==> config.mk <==
export PLATFORM = sky130hd
export DESIGN_NAME = hilo_ctrl
export DESIGN_NICKNAME = d
export VERILOG_FILES = /design/src/rtl/hilo_pkg.sv /design/src/rtl/hilo_regs.sv /design/src/rtl/hilo_ctrl.sv
export SDC_FILE = /design/constraint.sdc
export NUM_CORES = 1
export LEC_CHECK = 0
export ABC_AREA = 1
export CAP_MARGIN = 0
export CORE_ASPECT_RATIO = 1.5
export CORE_UTILIZATION = 41
export DETAILED_ROUTE_END_ITERATION = 7
export GPL_TIMING_DRIVEN = 0
export PLACE_DENSITY = 0.88
export SETUP_SLACK_MARGIN = 0.4
export SLEW_MARGIN = 5
export SYNTH_ARGS = -nofsm -noshare
export SYNTH_HDL_FRONTEND = slang
export SYNTH_SLANG_ARGS = --single-unit
==> constraint.sdc <==
create_clock -name clk -period 4.17 [get_ports clk]
set_input_delay 1.0425 -clock clk [delete_from_list [all_inputs] [get_ports clk]]
set_output_delay 1.0425 -clock clk [all_outputs]
set_load 0.03 [all_outputs]
==> src/rtl/hilo_pkg.sv <==
// Shared types and constants for the HI/LO sequencer of the iterative mult/div path.
package hilo_pkg;

  localparam logic [1:0] OP_NONE = 2'b00;
  localparam logic [1:0] OP_MULT = 2'b01;
  localparam logic [1:0] OP_DIV  = 2'b10;
  localparam logic [1:0] OP_MT   = 2'b11;

  localparam int unsigned DEF_MAX_CYCLES = 40;
  localparam int unsigned DEF_START_WAIT = 2;

  typedef enum logic [2:0] {
    StIdle,
    StLaunch,
    StWaitStart,
    StWaitDone,
    StWriteback,
    StError
  } state_e;

endpackage

==> src/rtl/hilo_regs.sv <==
// Architectural HI/LO pair: independent write enables, data from move-to or unit writeback.
module hilo_regs (
  input  logic        clk,
  input  logic        reset,
  input  logic        hi_we,
  input  logic        lo_we,
  input  logic        wb_sel,
  input  logic [31:0] mt_data,
  input  logic [31:0] wb_hi,
  input  logic [31:0] wb_lo,
  output logic [31:0] hi,
  output logic [31:0] lo
);

  logic [31:0] hi_d, lo_d;

  assign hi_d = wb_sel ? wb_hi : mt_data;
  assign lo_d = wb_sel ? wb_lo : mt_data;

  always_ff @(posedge clk or negedge reset) begin
    if (!reset) begin
      hi <= '0;
      lo <= '0;
    end else begin
      if (hi_we) hi <= hi_d;
      if (lo_we) lo <= lo_d;
    end
  end

endmodule

==> src/rtl/hilo_ctrl.sv <==
// Sequencer for mult/div/move-to requests: launches the unit, watches its busy flag,
// writes HI/LO and traps divide-by-zero and unit hangs.
module hilo_ctrl
  import hilo_pkg::*;
#(
  parameter int unsigned MAX_CYCLES = DEF_MAX_CYCLES,
  parameter int unsigned START_WAIT = DEF_START_WAIT
) (
  input  logic        clk,
  input  logic        reset,
  input  logic [1:0]  op,
  input  logic        op_valid,
  input  logic        mt_sel,
  input  logic [31:0] a,
  input  logic [31:0] b,
  input  logic [31:0] div_hi,
  input  logic [31:0] div_lo,
  input  logic        div_busy,
  input  logic [31:0] mult_hi,
  input  logic [31:0] mult_lo,
  input  logic        mult_busy,
  output logic        div_control,
  output logic        mult_control,
  output logic [31:0] hi,
  output logic [31:0] lo,
  output logic        stall,
  output logic        done,
  output logic        div_zero,
  output logic        fu_timeout
);

  localparam int unsigned CW = $clog2(MAX_CYCLES + 1);

  state_e        state_q;
  logic          is_div_q;
  logic [CW-1:0] cnt_q;
  logic [CW-1:0] cnt_next;
  logic [CW:0]   cnt_inc;
  logic          busy_sel, accept, div_zero_req, mt_req, wb_fire;

  // Only the unit that was launched is observed.
  assign busy_sel     = is_div_q ? div_busy : mult_busy;
  assign accept       = (state_q == StIdle) && op_valid &&
                        ((op == OP_MULT) || ((op == OP_DIV) && (b != '0)));
  assign div_zero_req = (state_q == StIdle) && op_valid && (op == OP_DIV) && (b == '0);
  assign mt_req       = (state_q == StIdle) && op_valid && (op == OP_MT);
  assign wb_fire      = (state_q == StWaitDone) && !busy_sel;

  assign cnt_inc  = {1'b0, cnt_q} + {{CW{1'b0}}, 1'b1};
  assign cnt_next = (cnt_q == CW'(MAX_CYCLES)) ? cnt_q : cnt_inc[CW-1:0];

  // Results are latched on the edge entering WRITEBACK so HI/LO are valid while stall is low.
  assign stall = accept || (state_q == StLaunch) || (state_q == StWaitStart) ||
                 (state_q == StWaitDone) || (state_q == StError);

  always_ff @(posedge clk or negedge reset) begin
    if (!reset) begin
      state_q      <= StIdle;
      is_div_q     <= 1'b0;
      cnt_q        <= '0;
      div_control  <= 1'b0;
      mult_control <= 1'b0;
      done         <= 1'b0;
      div_zero     <= 1'b0;
      fu_timeout   <= 1'b0;
    end else begin
      div_control  <= 1'b0;
      mult_control <= 1'b0;
      done         <= 1'b0;
      div_zero     <= div_zero_req;
      unique case (state_q)
        StIdle: begin
          if (accept) begin
            is_div_q     <= (op == OP_DIV);
            div_control  <= (op == OP_DIV);
            mult_control <= (op == OP_MULT);
            state_q      <= StLaunch;
          end
        end
        StLaunch: begin
          cnt_q   <= '0;
          state_q <= StWaitStart;
        end
        StWaitStart: begin
          if (busy_sel) begin
            cnt_q   <= '0;
            state_q <= StWaitDone;
          end else if (cnt_inc >= (CW+1)'(START_WAIT)) begin
            fu_timeout <= 1'b1;
            state_q    <= StError;
          end else begin
            cnt_q <= cnt_next;
          end
        end
        StWaitDone: begin
          if (!busy_sel) begin
            done    <= 1'b1;
            state_q <= StWriteback;
          end else if (cnt_inc >= (CW+1)'(MAX_CYCLES)) begin
            fu_timeout <= 1'b1;
            state_q    <= StError;
          end else begin
            cnt_q <= cnt_next;
          end
        end
        StWriteback: state_q <= StIdle;
        StError:     fu_timeout <= 1'b1;
        default:     state_q <= StIdle;
      endcase
    end
  end

  hilo_regs u_regs (
    .clk     (clk),
    .reset   (reset),
    .hi_we   ((mt_req && !mt_sel) || wb_fire),
    .lo_we   ((mt_req && mt_sel) || wb_fire),
    .wb_sel  (wb_fire),
    .mt_data (a),
    .wb_hi   (is_div_q ? div_hi : mult_hi),
    .wb_lo   (is_div_q ? div_lo : mult_lo),
    .hi      (hi),
    .lo      (lo)
  );

endmodule
== Word level (Yosys, flattened, before mapping) ==
Index checks and enable logic that the tools add are counted.

* Register bits after elaboration: 79
* Memory bits (writable): 0
* Memories: 0
* Bits in latches: 0
* Memory bits (read-only): 0

* Reduce and logical (&&, ||, !) cells: 27
* $add $sub $neg: 1
* Div/mod/pow operators: 0
* Muxes and demuxes: 28
* Order comparisons: 2
* Bitwise gates (word level): 1
* $mul: 0
* Shifts and indexed selects: 0
* Equal/unequal tests: 17

{| class="wikitable"
|+ Operators with widths
! cell !! count
|-
| 32-bit 2-to-1 mux || 4
|-
| 32-bit logical NOT || 1
|-
| 32-bit nonzero test || 1
|-
| 6-bit 2-to-1 mux || 5
|-
| 6-bit case mux with 3 select lines || 1
|-
| 3-bit 2-to-1 mux || 5
|-
| 3-bit case mux with 5 select lines || 1
|-
| 1-bit 2-to-1 mux || 11
|-
| 1-bit logical AND || 9
|-
| 2-bit != test, second input constant || 4
|-
| 4-bit AND reduction || 2
|-
| 6-bit by 1-bit adder with 7-bit output, second input constant || 1
|-
| 7-bit by 2-bit greater-or-equal comparator with 1-bit output, second input constant || 1
|-
| 7-bit by 6-bit greater-or-equal comparator with 1-bit output, second input constant || 1
|-
| 1-bit logical OR || 7
|-
| 3-bit by 2-bit == test with 1-bit output, second input constant || 2
|-
| 6-bit == test, second input constant || 1
|-
| 3-bit by 2-bit != test with 1-bit output, second input constant || 2
|-
| 3-bit nonzero test || 2
|-
| 5-bit AND reduction || 1
|-
| 2-bit == test, second input constant || 2
|-
| 2-bit by 1-bit != test with 1-bit output, second input constant || 2
|-
| 3-bit by 1-bit == test with 1-bit output, second input constant || 1
|-
| 3-bit == test, second input constant || 1
|-
| 7 further kinds || 8
|}

== Logic depth before layout (Yosys ltp) ==
Gate-level depths: netlist (run 1).

* Depth in word-level cells: 8
* Depth in mapped cells: 13
* Depth with buffers taken out: 13

== Hierarchy ==
From an unflattened synthesis (run 1), not the netlist that was laid out.

* Cells, all modules: 803
* Area total of the unflattened synthesis: 5057.4 um^2

{| class="wikitable"
|+ By module, submodules not included
! module !! area an instance (um^2) !! cells each !! times used
|-
| hilo_regs || 3196.8 || 443 || 1
|-
| hilo_ctrl || 1860.5 || 360 || 1
|}

== Least setup slack after synthesis (run 1) ==
Ideal clock, no wire load.

* Path type: input to output
* Start: in b[1]
* End: out stall
* Data required time: 3.128 ns
* Arrival time: 1.979 ns
* Stages: 8
* Path slack: 1.149 ns
* Path buffers: 0
* Cell sequence: nor2_1 nand2_1 nor2_1 nand2_1 o21ai_0 inv_1 nor3_1 nand2_1

* Cells in the longest elaborated chain, start to end: 8

{| class="wikitable"
|+ Ends and longest elaborated chain
! element !! RTL line !! text
|-
| from (decl) || hilo_ctrl.sv:15 || <nowiki>input logic [31:0] b,</nowiki>
|-
| 32-bit nonzero test || hilo_ctrl.sv:44 || <nowiki>((op == OP_MULT) || ((op == OP_DIV) && (b != '0)));</nowiki>
|-
| 1-bit logical AND || hilo_ctrl.sv:44 ||
|-
| 1-bit logical OR || hilo_ctrl.sv:44 ||
|-
| 1-bit logical AND || hilo_ctrl.sv:43 || <nowiki>assign accept = (state_q == StIdle) && op_valid &&</nowiki>
|-
| 1-bit logical OR (3 in a row) || hilo_ctrl.sv:53 || <nowiki>assign stall = accept || (state_q == StLaunch) || (state_q == StWaitStart) ||</nowiki>
|-
| 1-bit logical OR || hilo_ctrl.sv:54 || <nowiki>(state_q == StWaitDone) || (state_q == StError);</nowiki>
|-
| to (decl) || hilo_ctrl.sv:26 || <nowiki>output logic stall,</nowiki>
|}

Every way passes these cells.

== Worst setup path after layout (run 1) ==
* Start: in b[19]
* End: out stall

Same word-level chain as after synthesis.

==> results of run 1 <==
[placed cells by master, fill, tap and decap left out, drive strengths merged]
master	count
clkdlybuf4s50	267
nor3	5
a31oi	64
clkbuf	33
inv	24
clkinv	2
buf	19
o21ai	8
a31o	1
dfrtp	79
nor4	1
a21oi	2
nand4	4
bufinv	1
o21bai	1
nor2	103
or2	1
nand3	12
mux2i	1
xor2	1
or3	1
ha	3
nand2	337
[layer usage]
layer	track usage [%]	routed length, um	vias up
li1	-	-	2751
met1	35.9	6520	2527
met2	55.7	9290	267
met3	7.73	1280	59
met4	15.3	749	0
met5	0	0	-
[per-stage QoR]
step,worst slack (ns),cell area (um2),utilization (%)
3_3_place_gp,-0.777,7440,69.5
2_1_floorplan,1.15,4570,-
4_1_cts,0.442,7780,72.7
3_5_place_dp,0.0236,7470,69.8
5_1_grt,0.447,7780,72.7
6_report,0.634,7780,72.7
[synth_stat cells, drive strengths merged]
master and n:
a21oi 2, a31o 1, a31oi 64, buf 17, clkbuf 19, dfrtp 79, ha 3, inv 24
mux2i 1, nand2 337, nand3 12, nand4 4, nor2 103, nor3 5, nor4 1, o21ai 8
o21bai 1, or2 1, or3 1, xor2 1
[registers in the layout, summed over array words and instances (netlist names), 3 cells and up]
register,flops
cnt_q,6
u_regs.lo,32
state_q,3
u_regs.hi,32
[kinds of logic after synthesis]
group,count (synthesis)
flip-flops,79
XOR/XNOR,1
multiplexers,1
AND/OR/NAND/NOR,464
adder cells (fa/ha/maj),3
buffers and inverters,60
AO/OA/AOI/OAI,76
[power breakdown]
part / total (mW) / switching, mW / internal (mW) / leakage, nW
Combinational: 3.12 / 1.93 / 1.19 / 2.45
Clock: 0.828 / 0.317 / 0.511 / 0.156
Sequential: 1.31 / 0.201 / 1.11 / 0.905
[cell type report]
class / instances / area share, %
Clock buffer: 13 / 3.47
Multi-Input combinational cell: 545 / 29.9
Buffer: 36 / 2.35
Sequential cell: 79 / 25.4
Clock inverter: 3 / 0.515
Inverter: 24 / 1.16
Tap cell: 144 / 2.32
Timing Repair Buffer: 270 / 34.9
[path summary, 6_finish.rpt]
kind,startpoint,to,slack (ns),depth (start not counted)
min,fu_timeout,fu_timeout,0.47,1
max reg2reg,cnt_q[0],cnt_q[0],1.98,12
min reg2reg,fu_timeout,fu_timeout,0.47,1
max,b[19],stall,0.63,10
max in group asynchronous,reset,cnt_q[3],2.93,2
min in group asynchronous,reset,u_regs.hi[30],0.65,1
[critical path, stage by stage]
cell and delay (ns):
clkdlybuf4s50_1 0.43, nor2_1 0.09, nand2_1 0.06, nor2_1 0.11, nand2_1 0.09, o21ai_2 0.20, inv_1 0.08, nor3_1 0.13
nand2_1 0.07, clkbuf_2 0.19
[repair_timing]
| action | in CTS | in global routing |
|---|---|---|
| endpoints found under the setup margin | 1 | 1 |
| resized for setup | 3 | 2 |
| pin swaps | 0 | 0 |
==> impl_metrics.env, run 1 <==
export IMPL_status="finished clean"
export IMPL_multi_input_area_um2=2330
export IMPL_fmaxAchievable_mhz=283
export IMPL_rows=46
export IMPL_p_total_mw=5.26
export IMPL_viasPerCell=5.03
export IMPL_synth_cell_type_count=27
export IMPL_ctsLongestPathBuffers=2
export IMPL_rsz0062_at_grt="no"
export IMPL_numCtsBuffers=9
export IMPL_synth_xor_area_share_pct=0.192
export IMPL_fill_cells=875
export IMPL_critPathCaptureType="output port"
export IMPL_yosys_area_top_type="dfrtp_1"
export IMPL_drtIter0Drc=239
export IMPL_detail_route_first_pass_iterations=5
export IMPL_period_minus_slack_ns=3.54
export IMPL_synth_avg_cell_area_um2=6.68
export IMPL_yosys_register_bits=79
export IMPL_io_pin_count=270
export IMPL_synth_mux_area_share_pct=0.219
export IMPL_wire_per_inst_um=16.0
export IMPL_cp_required_ns=3.13
export IMPL_grt_max_degree=48
export IMPL_yosysSeqAreaShare_pct=43.2
export IMPL_cts_tree="yes"
export IMPL_routed_wl_mm=17.8
export IMPL_fin_hold_ws_ns=0.467
export IMPL_yosys_area_share_simple_pct=39.3
export IMPL_antenna_cells=0
export IMPL_synth_compound_area_share_pct=10.3
export IMPL_min_path_type="flip-flop to flip-flop"
export IMPL_start_util_pct=42.7
export IMPL_maxCapViolCount=0
export IMPL_worstSetupStartpointType="primary input"
export IMPL_nNetsFinal=1168
export IMPL_post_cts_setup_buffer_count=0
export IMPL_synth_adder_area_share_pct=0.821
export IMPL_final_hold_violation_count=0
export IMPL_syn_inst=684
export IMPL_post_place_cells=1098
export IMPL_area_growth_syn_to_layout_pct=70.1
export IMPL_htreeDepth=3
export IMPL_gp_routability_congestion=0.896
export IMPL_worst_slew_pin_transition_ns=0.621
export IMPL_slew_viol_final=0
export IMPL_synth_top_area_share_pct=43.2
export IMPL_p_leak_nw=3.51
export IMPL_period_share_pct=84.8
export IMPL_track_usage_pct=32.2
export IMPL_synth_area_leaders="dfrtp_1 (43%), nand2_1 (28%), a31oi_1 (8.8%)"
export IMPL_slew_headroom_pct=58.6
export IMPL_synth_top_family_by_area="simple AND/OR/NAND/NOR gates"
export IMPL_antenna_found_initial=0
export IMPL_dp_hpwl_mm=13.8
export IMPL_peakVddDrop_mv=0.364
export IMPL_cts_sinks=79
export IMPL_setup_viol=0
export IMPL_clk_pin_slew_worst_paths_ns=0.06
export IMPL_dieArea_um2=11600
export IMPL_root_buffer="clkbuf_16"
export IMPL_synthesis_nets=887
export IMPL_gr_total_overflow=0
export IMPL_crit_type="primary input to output port"
export IMPL_worstSkewPairLatency_ns=0.34
export IMPL_yosysWarnings=0
export IMPL_ctsHoldBuffers=0
export IMPL_core_area_um2=10700
export IMPL_drive_gt1_share_pct=4.64
export IMPL_die_y_um=131
export IMPL_vias=5604
export IMPL_seq_area_um2=1980
export IMPL_path_max_fanout=3
export IMPL_fin_skew_ns=0.00613
export IMPL_synth_area_um2=4570
export IMPL_die_w_um=88.2
export IMPL_arrival_ns=2.49
export IMPL_remaining_drc_errors=0
export IMPL_grt_pass1_vias=5744
export IMPL_final_setup_tns_ns=0
export IMPL_p_per_area_nw_per_um2=677
export IMPL_instances_no_fill=1114
export IMPL_ant_nets=0
export IMPL_port_buffers=269
export IMPL_grt_pass1_wl_mm=28.3
Power figures use the tool's default switching activity.
==> run 2, diff against run 1 <==
--- a/config.mk
+++ b/config.mk
@@ -8,10 +8,10 @@
 export ABC_AREA = 1
 export CAP_MARGIN = 0
 export CORE_ASPECT_RATIO = 1.5
-export CORE_UTILIZATION = 41
+export CORE_UTILIZATION = 35
 export DETAILED_ROUTE_END_ITERATION = 7
 export GPL_TIMING_DRIVEN = 0
-export PLACE_DENSITY = 0.88
+export PLACE_DENSITY = 0.8
 export SETUP_SLACK_MARGIN = 0.4
 export SLEW_MARGIN = 5
 export SYNTH_ARGS = -nofsm -noshare
==> constraint.sdc (replaced) <==
create_clock -name clk -period 3.2 [get_ports clk]
set_input_delay 0.8 -clock clk [delete_from_list [all_inputs] [get_ports clk]]
set_output_delay 0.8 -clock clk [all_outputs]
set_load 0.03 [all_outputs]
==> impl_metrics.env, run 2 (synthesis results as in run 1) <==
export IMPL_status="finished clean"
export IMPL_worstSetupStartpointType="primary input"
export IMPL_maxCapViolCount=0
export IMPL_cts_tree="yes"
export IMPL_io_pin_count=270
export IMPL_final_util_pct=63.1
export IMPL_place_area_um2=7480
export IMPL_peakVddDrop_mv=0.427
export IMPL_path_max_fanout=2
export IMPL_core_area_um2=12600
export IMPL_p_leak_nw=3.71
export IMPL_fmaxAchievable_mhz=358
export IMPL_grt_pass1_wl_mm=29.1
export IMPL_final_common_cell="nand2_1"
export IMPL_antenna_found_initial=0
export IMPL_die_y_um=142
export IMPL_cp_required_ns=2.40
export IMPL_period_share_pct=87.3
export IMPL_period_minus_slack_ns=2.79
export IMPL_dieArea_um2=13500
export IMPL_antenna_cells=0
export IMPL_start_util_pct=36.2
export IMPL_die_w_um=95.3
export IMPL_grt_max_degree=41
export IMPL_area_growth_syn_to_layout_pct=74.5
export IMPL_gr_total_overflow=0
export IMPL_gp_routability_congestion=0.865
export IMPL_ctsLongestPathBuffers=2
export IMPL_ctsHoldBuffers=0
export IMPL_worstSkewPairLatency_ns=0.34
export IMPL_drtIter0Drc=214
export IMPL_drive_gt1_share_pct=12.0
export IMPL_cts_sinks=79
export IMPL_r2r_slack_ns=0.91
export IMPL_design_area_um2=7980
export IMPL_fill_cells=1136
export IMPL_detail_route_first_pass_iterations=5
export IMPL_track_usage_pct=28.6
export IMPL_startpoint="b[5]"
export IMPL_fin_skew_ns=0.00538
export IMPL_slew_viol_final=0
export IMPL_nNetsFinal=1201
export IMPL_htreeDepth=3
export IMPL_r2r_cells=12
export IMPL_fin_ws_ns=0.407
export IMPL_worst_slew_pin_transition_ns=0.600
export IMPL_rsz0062_at_grt="no"
export IMPL_top_regs="u_regs.hi x32, u_regs.lo x32, cnt_q x6"
export IMPL_remaining_drc_errors=0
export IMPL_numCtsBuffers=9
export IMPL_final_hold_violation_count=0
export IMPL_port_buffers=269
export IMPL_final_setup_tns_ns=0
export IMPL_place_ws_ns=-0.424
export IMPL_final_cell_mix="nand2_1 (335), clkdlybuf4s50_1 (232), nor2_1 (97)"
export IMPL_rr_endpoint="cnt_q[0]"
export IMPL_grt_pass1_vias=5703
export IMPL_rows=50
export IMPL_routed_wl_mm=19.2
export IMPL_clk_pin_slew_worst_paths_ns=0.06
export IMPL_viasPerCell=4.94
export IMPL_wire_per_inst_um=16.6
export IMPL_min_path_type="primary input to async pin"
export IMPL_crit_type="primary input to output port"
export IMPL_arrival_ns=1.99
export IMPL_dp_hpwl_mm=14.3
export IMPL_vias=5722
export IMPL_r2r_start="cnt_q[0]"
export IMPL_root_buffer="clkbuf_16"
export IMPL_ant_nets=0
export IMPL_setup_viol=0
export IMPL_critPathCaptureType="output port"
export IMPL_slew_headroom_pct=60.0
export IMPL_p_per_area_nw_per_um2=888
[run 2: worst max path at each step]
stage | endpoint | slack [ns] | cells past startpoint
after CTS | stall | 0.40 | 10
final | stall | 0.41 | 10
after global placement | u_regs.lo[8] | -1.58 | 1
after floorplan | stall | 0.66 | 8
after detailed placement | stall | -0.42 | 10
after global routing | stall | 0.31 | 10
[run 2: layout make-up]
cell class,count,area [um2],share of cell area (%)
plain buffers,36,183,2.29
clock buffers,11,253,3.17
clock inverters,5,104,1.30
inverters,24,90.1,1.13
multi-input cells,545,2360,29.6
flip-flops and latches,79,1980,24.8
well taps,156,195,2.45
repair buffers,303,2810,35.3
[run 2: metal layers]
layer / wire length, um / up-vias / track usage (%) / share of wire [%]
met5: 0 / - / 0 / 0
met4: 859 / 0 / 13.9 / 4.5
met3: 1330 / 60 / 5.45 / 6.9
met2: 9940 / 260 / 49.4 / 52
met1: 7090 / 2590 / 33.2 / 37
li1: - / 2812 / - / -
[run 2: power breakdown]
| group | internal (mW) | switching, mW |
|---|---|---|
| registers | 1.45 | 0.290 |
| logic | 1.57 | 2.56 |
| clock network | 0.805 | 0.419 |
[run 2: what timing repair did]
action / 4_1_cts / 5_1_grt
buffers inserted: 28 / 5
setup endpoints to repair: 1 / 2
resized for setup: 44 / 77
pin swaps: 32 / 33
[run 2: critical path: stages]
cell	delay, ns
clkbuf_2	0.09
nor2_1	0.10
nand2_1	0.06
nor2_1	0.13
nand2_1	0.12
o21ai_2	0.21
inv_2	0.08
nor3_2	0.16
nand2_1	0.09
buf_6	0.15
[run 2: metrics by stage]
stage          instances  total power [mW]  hold slack, ns
6_report            1159              7.09           0.444
5_1_grt             1159              7.52           0.475
4_1_cts             1154              7.05           0.461
3_5_place_dp        1110              5.82           0.467
3_3_place_gp        1109              5.75           0.461
2_1_floorplan        684              4.04           0.475
==> run 3, diff against run 2 <==
--- a/config.mk
+++ b/config.mk
@@ -8,10 +8,9 @@
 export ABC_AREA = 1
 export CAP_MARGIN = 0
 export CORE_ASPECT_RATIO = 1.5
-export CORE_UTILIZATION = 35
+export CORE_UTILIZATION = 41
 export DETAILED_ROUTE_END_ITERATION = 7
-export GPL_TIMING_DRIVEN = 0
-export PLACE_DENSITY = 0.8
+export PLACE_DENSITY = 0.88
 export SETUP_SLACK_MARGIN = 0.4
 export SLEW_MARGIN = 5
 export SYNTH_ARGS = -nofsm -noshare
==> constraint.sdc (replaced) <==
create_clock -name clk -period 3.3 [get_ports clk]
set_input_delay 0.825 -clock clk [delete_from_list [all_inputs] [get_ports clk]]
set_output_delay 0.825 -clock clk [all_outputs]
set_load 0.03 [all_outputs]
==> impl_metrics.env, run 3 (synthesis results as in run 1) <==
export IMPL_dieArea_um2=11600
export IMPL_path_cells="dlygate4sd2_1 -> nor2_1 -> nand2_1 -> nor2_2 -> nand2_2 -> o21ai_2 -> inv_2 -> nor3_2 -> nand2_1 -> buf_6"
export IMPL_rows=46
export IMPL_min_path_type="primary input to async pin"
export IMPL_fin_hold_ws_ns=0.494
export IMPL_multi_input_area_um2=2380
export IMPL_critPathCaptureType="output port"
export IMPL_status="finished clean"
export IMPL_pwr_share_comb_pct=58.0
export IMPL_ctsLongestPathBuffers=2
export IMPL_r2r_slack_ns=0.95
export IMPL_swShare_pct=46.6
export IMPL_slew_viol_final=0
export IMPL_dp_hpwl_mm=11.9
export IMPL_rr_endpoint="fu_timeout"
export IMPL_seq_area_um2=1980
export IMPL_grt_max_degree=67
export IMPL_gr_total_overflow=0
export IMPL_wire_per_inst_um=15.5
export IMPL_drtIter0Drc=243
export IMPL_antenna_cells=0
export IMPL_fmaxAchievable_mhz=338
export IMPL_crit_type="primary input to output port"
export IMPL_final_common_cell="nand2_1"
export IMPL_grt_pass1_wl_mm=26.2
export IMPL_antenna_found_initial=0
export IMPL_detail_route_first_pass_iterations=4
export IMPL_p_leak_nw=3.61
export IMPL_worst_slew_pin_transition_ns=0.710
export IMPL_place_area_um2=7380
export IMPL_worstSetupStartpointType="primary input"
export IMPL_cp_required_ns=2.47
export IMPL_io_pin_count=270
export IMPL_htreeDepth=3
export IMPL_instances_no_fill=1117
export IMPL_arrival_ns=2.13
export IMPL_post_place_cells=1075
export IMPL_vias=5575
export IMPL_cts_tree="yes"
export IMPL_path_max_fanout=2
export IMPL_final_cell_mix="nand2_1 (333), clkdlybuf4s50_1 (235), nor2_1 (98)"
export IMPL_clk_pin_slew_worst_paths_ns=0.06
export IMPL_p_per_area_nw_per_um2=823
export IMPL_clockPowerShare_pct=15.4
export IMPL_cts_sinks=79
export IMPL_path_buf_inv=3
export IMPL_slowest_stage="dlygate4sd2_1"
export IMPL_final_hold_violation_count=0
export IMPL_fin_skew_ns=0.00416
export IMPL_peakVddDrop_mv=0.431
export IMPL_netSwitchingPower_mw=3.03
export IMPL_start_util_pct=42.7
export IMPL_port_buffers=269
export IMPL_core_area_um2=10700
export IMPL_p_int_mw=3.47
export IMPL_period_share_pct=89.6
export IMPL_worstSkewPairLatency_ns=0.34
export IMPL_final_setup_tns_ns=0
export IMPL_p_total_mw=6.50
export IMPL_root_buffer="clkbuf_16"
export IMPL_nNetsFinal=1171
export IMPL_setup_viol=0
export IMPL_die_y_um=131
export IMPL_routed_wl_mm=17.3
export IMPL_slew_headroom_pct=52.7
export IMPL_area_growth_syn_to_layout_pct=72.8
export IMPL_maxCapViolCount=0
export IMPL_period_minus_slack_ns=2.96
export IMPL_cp_top_family="simple AND/OR/NAND/NOR gates"
export IMPL_track_usage_pct=29.5
export IMPL_gp_routability_congestion=0.888
export IMPL_drive_gt1_share_pct=8.22
export IMPL_viasPerCell=4.99
export IMPL_design_area_um2=7900
export IMPL_max_stage_delay_ns=0.23
export IMPL_ant_nets=0
export IMPL_ctsHoldBuffers=0
export IMPL_die_w_um=88.2
export IMPL_worst_path_most_repeated_cell="nand2_1"
export IMPL_remaining_drc_errors=0
export IMPL_seq_power_share_pct=26.6
export IMPL_rsz0062_at_grt="yes"
export IMPL_fill_cells=827
export IMPL_r2r_cells=7
export IMPL_top_regs="u_regs.hi x32, u_regs.lo x32, cnt_q x6"
export IMPL_numCtsBuffers=9
export IMPL_r2r_start="is_div_q"
export IMPL_grt_pass1_vias=5462
## run 3: area by class of cell
cell class | instances | area share (%)
timing repair buffer | 309 | 37.7
multi-input combinational | 545 | 30.1
sequential | 79 | 25.0
clock buffer | 10 | 3.03
tap | 144 | 2.28
inverter | 24 | 1.14
clock inverter | 6 | 0.760
## run 3: repair_timing
item | 4_1_cts | 5_1_grt
setup endpoints to repair | 1 | 2
pin swaps | 32 | 19
buffers inserted | 24 | 2
resized for setup | 41 | 25
## run 3: worst max-delay path by stage
stage | start | cells past startpoint | slack (ns) | end
final | b[26] | 10 | 0.34 | stall
after detailed placement | b[0] | 10 | -0.24 | stall
after CTS | b[15] | 10 | 0.44 | stall
after floorplan | b[1] | 8 | 0.71 | stall
after global placement | b[0] | 10 | -0.19 | stall
after global routing | b[3] | 18 | 0.30 | div_zero
## run 3: per-stage QoR
stage	util (%)	setup WS [ns]
3_5_place_dp	68.9	-0.239
5_1_grt	73.8	0.300
4_1_cts	73.1	0.435
6_report	73.8	0.343
3_3_place_gp	68.9	-0.195
2_1_floorplan	-	0.714
## run 3: worst register-to-register path, delay by kind of cell (launching register included)
kind,cells,cell delay (ns)
and+or+nand+nor,4,0.56
DFF,1,0.77
AOI/OAI and AO/OA,1,0.28
buffers and inverters,2,0.63
## run 3: power groups by stage
stage          sequential, mW  combinational, mW  clock (mW)
3_5_place_dp             1.74               3.72           0
4_1_cts                  1.73               3.74        1.01
2_1_floorplan            2.43               1.48           0
5_1_grt                  1.79               4.10        1.04
3_3_place_gp             1.72               3.66           0
6_report                 1.73               3.77        1.00
## run 3: layer usage
metal / up-vias / global-route usage (%) / share of wire [%]
met5: - / 0 / 0
met4: 0 / 18.0 / 5.1
met3: 64 / 6.60 / 6.3
met2: 248 / 50.7 / 53
met1: 2519 / 31.8 / 36
li1: 2744 / - / -
==> variant, RTL diff (settings of run 3) <==
Encoding of `state_e`: now one-hot (6 bits for 6 states).
--- a/src/rtl/hilo_pkg.sv
+++ b/src/rtl/hilo_pkg.sv
@@ -11,9 +11,9 @@
 
-  typedef enum logic [2:0] {
-    StIdle,
-    StLaunch,
-    StWaitStart,
-    StWaitDone,
-    StWriteback,
-    StError
+  typedef enum logic [5:0] {
+    StIdle      = 6'b000001,
+    StLaunch    = 6'b000010,
+    StWaitStart = 6'b000100,
+    StWaitDone  = 6'b001000,
+    StWriteback = 6'b010000,
+    StError     = 6'b100000
   } state_e;
Behaviour: same outputs for any inputs over 10 cycles, from zero or initial values and one cycle with reset low; not proved beyond that.
==> variant against run 3 <==
Sequential cell count increased by 3; synthesized area increased by 10%; clock skew increased by 0.0026 ns; wire length increased by 13%; worst hold slack got worse by 0.020 ns; largest power group unchanged; setup slack improved by 0.013 ns; global-route usage increased by 0.92 points; die area increased by 9.8%; critical endpoint is now state_q[1]$_DFFE_PN0P_; final area increased by 5.1%; total power decreased by 31%; count of clock-buffer cells in the layout increased by 1.
==> variant: results (changes against run 3) <==
{| class="wikitable"
! Metric !! Value
|-
| Violation count after the first detailed-route iteration || 268 (+10%)
|-
| Leakage power total || 4.08 nW (+13%)
|-
| Post-synthesis net count || 957 (+7.9%)
|-
| Final-stage net count || 1228 (+4.9%)
|-
| HPWL after detailed placement || 13300 microns (+12%)
|-
| Tightest Hold Check Type || reg -> reg
|-
| Reg clk slew, reported paths || 0.06 ns (about the same)
|-
| Result of the run || complete, no violations
|-
| Worst slew margin relative to its limit || 0.493 (-0.0339)
|-
| Cell area reported after detailed placement || 0.00779 sq mm (+5.6%)
|-
| Routed Wire Length || 19500 microns (+13%)
|-
| Wire length of the first global-routing pass || 29700 microns (+14%)
|-
| # H-tree levels || 3 (unchanged)
|-
| Gr usage total || 0.304 (+0.00916)
|-
| Peak supply drop || 372 uV (-14%)
|-
| Count of distinct cell types in the synthesized netlist || 29 (+7.4%)
|-
| Number of synthesis warnings || 0 (unchanged)
|-
| Number of buffers created by CTS || 9 (unchanged)
|-
| Setup Slack @ Placement || 0.167 ns (+0.406 ns)
|-
| Max-slew violations || 0 (unchanged)
|-
| Insertion delay of the later-clocked pin in the worst-skew pair || 0.33 ns
|-
| Number of vias after detailed routing || 6131 (+10%)
|-
| Share of synthesized area occupied by flip-flops and latches || 0.408 (-0.0243)
|-
| # port buffers || 269 (unchanged)
|-
| Share of post-route cells with drive strength above 1 || 0.0796 (-0.00261)
|-
| Leading cell types by total area after synthesis || sky130_fd_sc_hd__dfrtp_1, sky130_fd_sc_hd__nand2_1, sky130_fd_sc_hd__nand3_1
|-
| Worst Path Max Fanout || 2 (unchanged)
|-
| First-pass iteration count of the detailed router || 5 (+1)
|-
| Root Driver || sky130_fd_sc_hd__clkbuf_16
|-
| Post-synth ARST share || 1.00 (unchanged)
|-
| Routability congestion estimate from global placement || 0.886 (-0.19%)
|-
| Largest registers || u_regs.hi: 32 flops, u_regs.lo: 32 flops
|-
| Skew final || 0.00675 ns (+0.00259 ns)
|-
| Most used DFF post-synth || sky130_fd_sc_hd__dfrtp_1
|-
| Antenna violations before repair || 0 (unchanged)
|-
| Total placed cells including tap cells || 1142 (+6.2%)
|-
| Pin count of the biggest net entering global routing || 65 (-3.0%)
|-
| Via count of the first global-routing pass || 6009 (+10%)
|-
| Buffer levels on the longest clock path || 2 (unchanged)
|-
| Most numerous cell types in the synthesized netlist || sky130_fd_sc_hd__nand2_1, sky130_fd_sc_hd__dfrtp_1, sky130_fd_sc_hd__nand3_1
|-
| Worst path arrival time || 3.17 ns (+1.04 ns)
|-
| Number of instances in the synthesized netlist || 754 (+10%)
|-
| Per-cell via count in the routed design || 5.18 (+3.8%)
|-
| Diode insertion count for antenna repair || 0 (unchanged)
|}
variant: critical path: stages:
cell and delay [ns]:
sky130_fd_sc_hd__clkdlybuf4s15_1 0.19, sky130_fd_sc_hd__nor2_2 0.14, sky130_fd_sc_hd__nand2_1 0.08, sky130_fd_sc_hd__nor2_1 0.12, sky130_fd_sc_hd__nand2_1 0.06, sky130_fd_sc_hd__nor2_1 0.13, sky130_fd_sc_hd__inv_1 0.09, sky130_fd_sc_hd__nand2_2 0.11
sky130_fd_sc_hd__nand2_4 0.07, sky130_fd_sc_hd__buf_6 0.11, sky130_fd_sc_hd__buf_4 0.12, sky130_fd_sc_hd__buf_4 0.12, sky130_fd_sc_hd__buf_4 0.13, sky130_fd_sc_hd__buf_4 0.14, sky130_fd_sc_hd__buf_6 0.11, sky130_fd_sc_hd__buf_4 0.12
sky130_fd_sc_hd__buf_4 0.12, sky130_fd_sc_hd__buf_4 0.12, sky130_fd_sc_hd__buf_4 0.13, sky130_fd_sc_hd__buf_4 0.12
variant: repair_timing:
action	in CTS	in global routing
gates resized for setup	40	41
hold buffers	0	0
setup buffers	20	5
pin swaps	33	36
endpoints found under the setup margin	1	2
gates cloned	0	0
variant: per-layer routing:
metal,vias up,track usage,share of wire
li1,2956,-,-
met1,2882,0.335,0.37
met2,230,0.541,0.52
met3,63,0.0651,0.060
met4,0,0.167,0.046
met5,-,0,0
variant: final cells by class:
class                   count  area [sq um]
clock buffers              11           243
well taps                 153           191
inverters                  64           240
clock inverters             5          30.0
multi-input cells         564          2570
repair buffers            304          2980
fillers                   967          3650
flip-flops and latches     82          2050
variant: final timing paths:
| path | start | to | slack, ns | cells after the start |
|---|---|---|---|---|
| worst max-delay path | b[21] | state_q[1]$_DFFE_PN0P_ | 0.36 | 20 |
| worst min-delay path | fu_timeout$_DFFE_PN0P_ | fu_timeout$_DFFE_PN0P_ | 0.47 | 2 |
| worst max register to register | state_q[0]$_DFFE_PN1P_ | state_q[1]$_DFFE_PN0P_ | 0.65 | 18 |
| worst min register to register | fu_timeout$_DFFE_PN0P_ | fu_timeout$_DFFE_PN0P_ | 0.47 | 2 |
| max in group asynchronous | reset | u_regs.lo[8]$_DFFE_PN0P_ | 2.12 | 2 |
| min in group asynchronous | reset | u_regs.hi[8]$_DFFE_PN0P_ | 0.56 | 1 |
variant: cells by family after synthesis:
group / Yosys count / synth area share
AOI/OAI and AO/OA: 138 / 0.139
adders and majority gates: 3 / 0.00746
buffers and inverters: 108 / 0.0908
xor gates and xnor gates: 1 / 0.00174
and+or+nand+nor: 422 / 0.353
DFF: 82 / 0.408
variant: power by group:
group | switching, mW | leakage, nW | internal, mW | total (mW)
logic | 1.21 | 2.90 | 0.888 | 2.10
registers | 0.160 | 1.05 | 1.27 | 1.43
clock network | 0.400 | 0.131 | 0.527 | 0.926
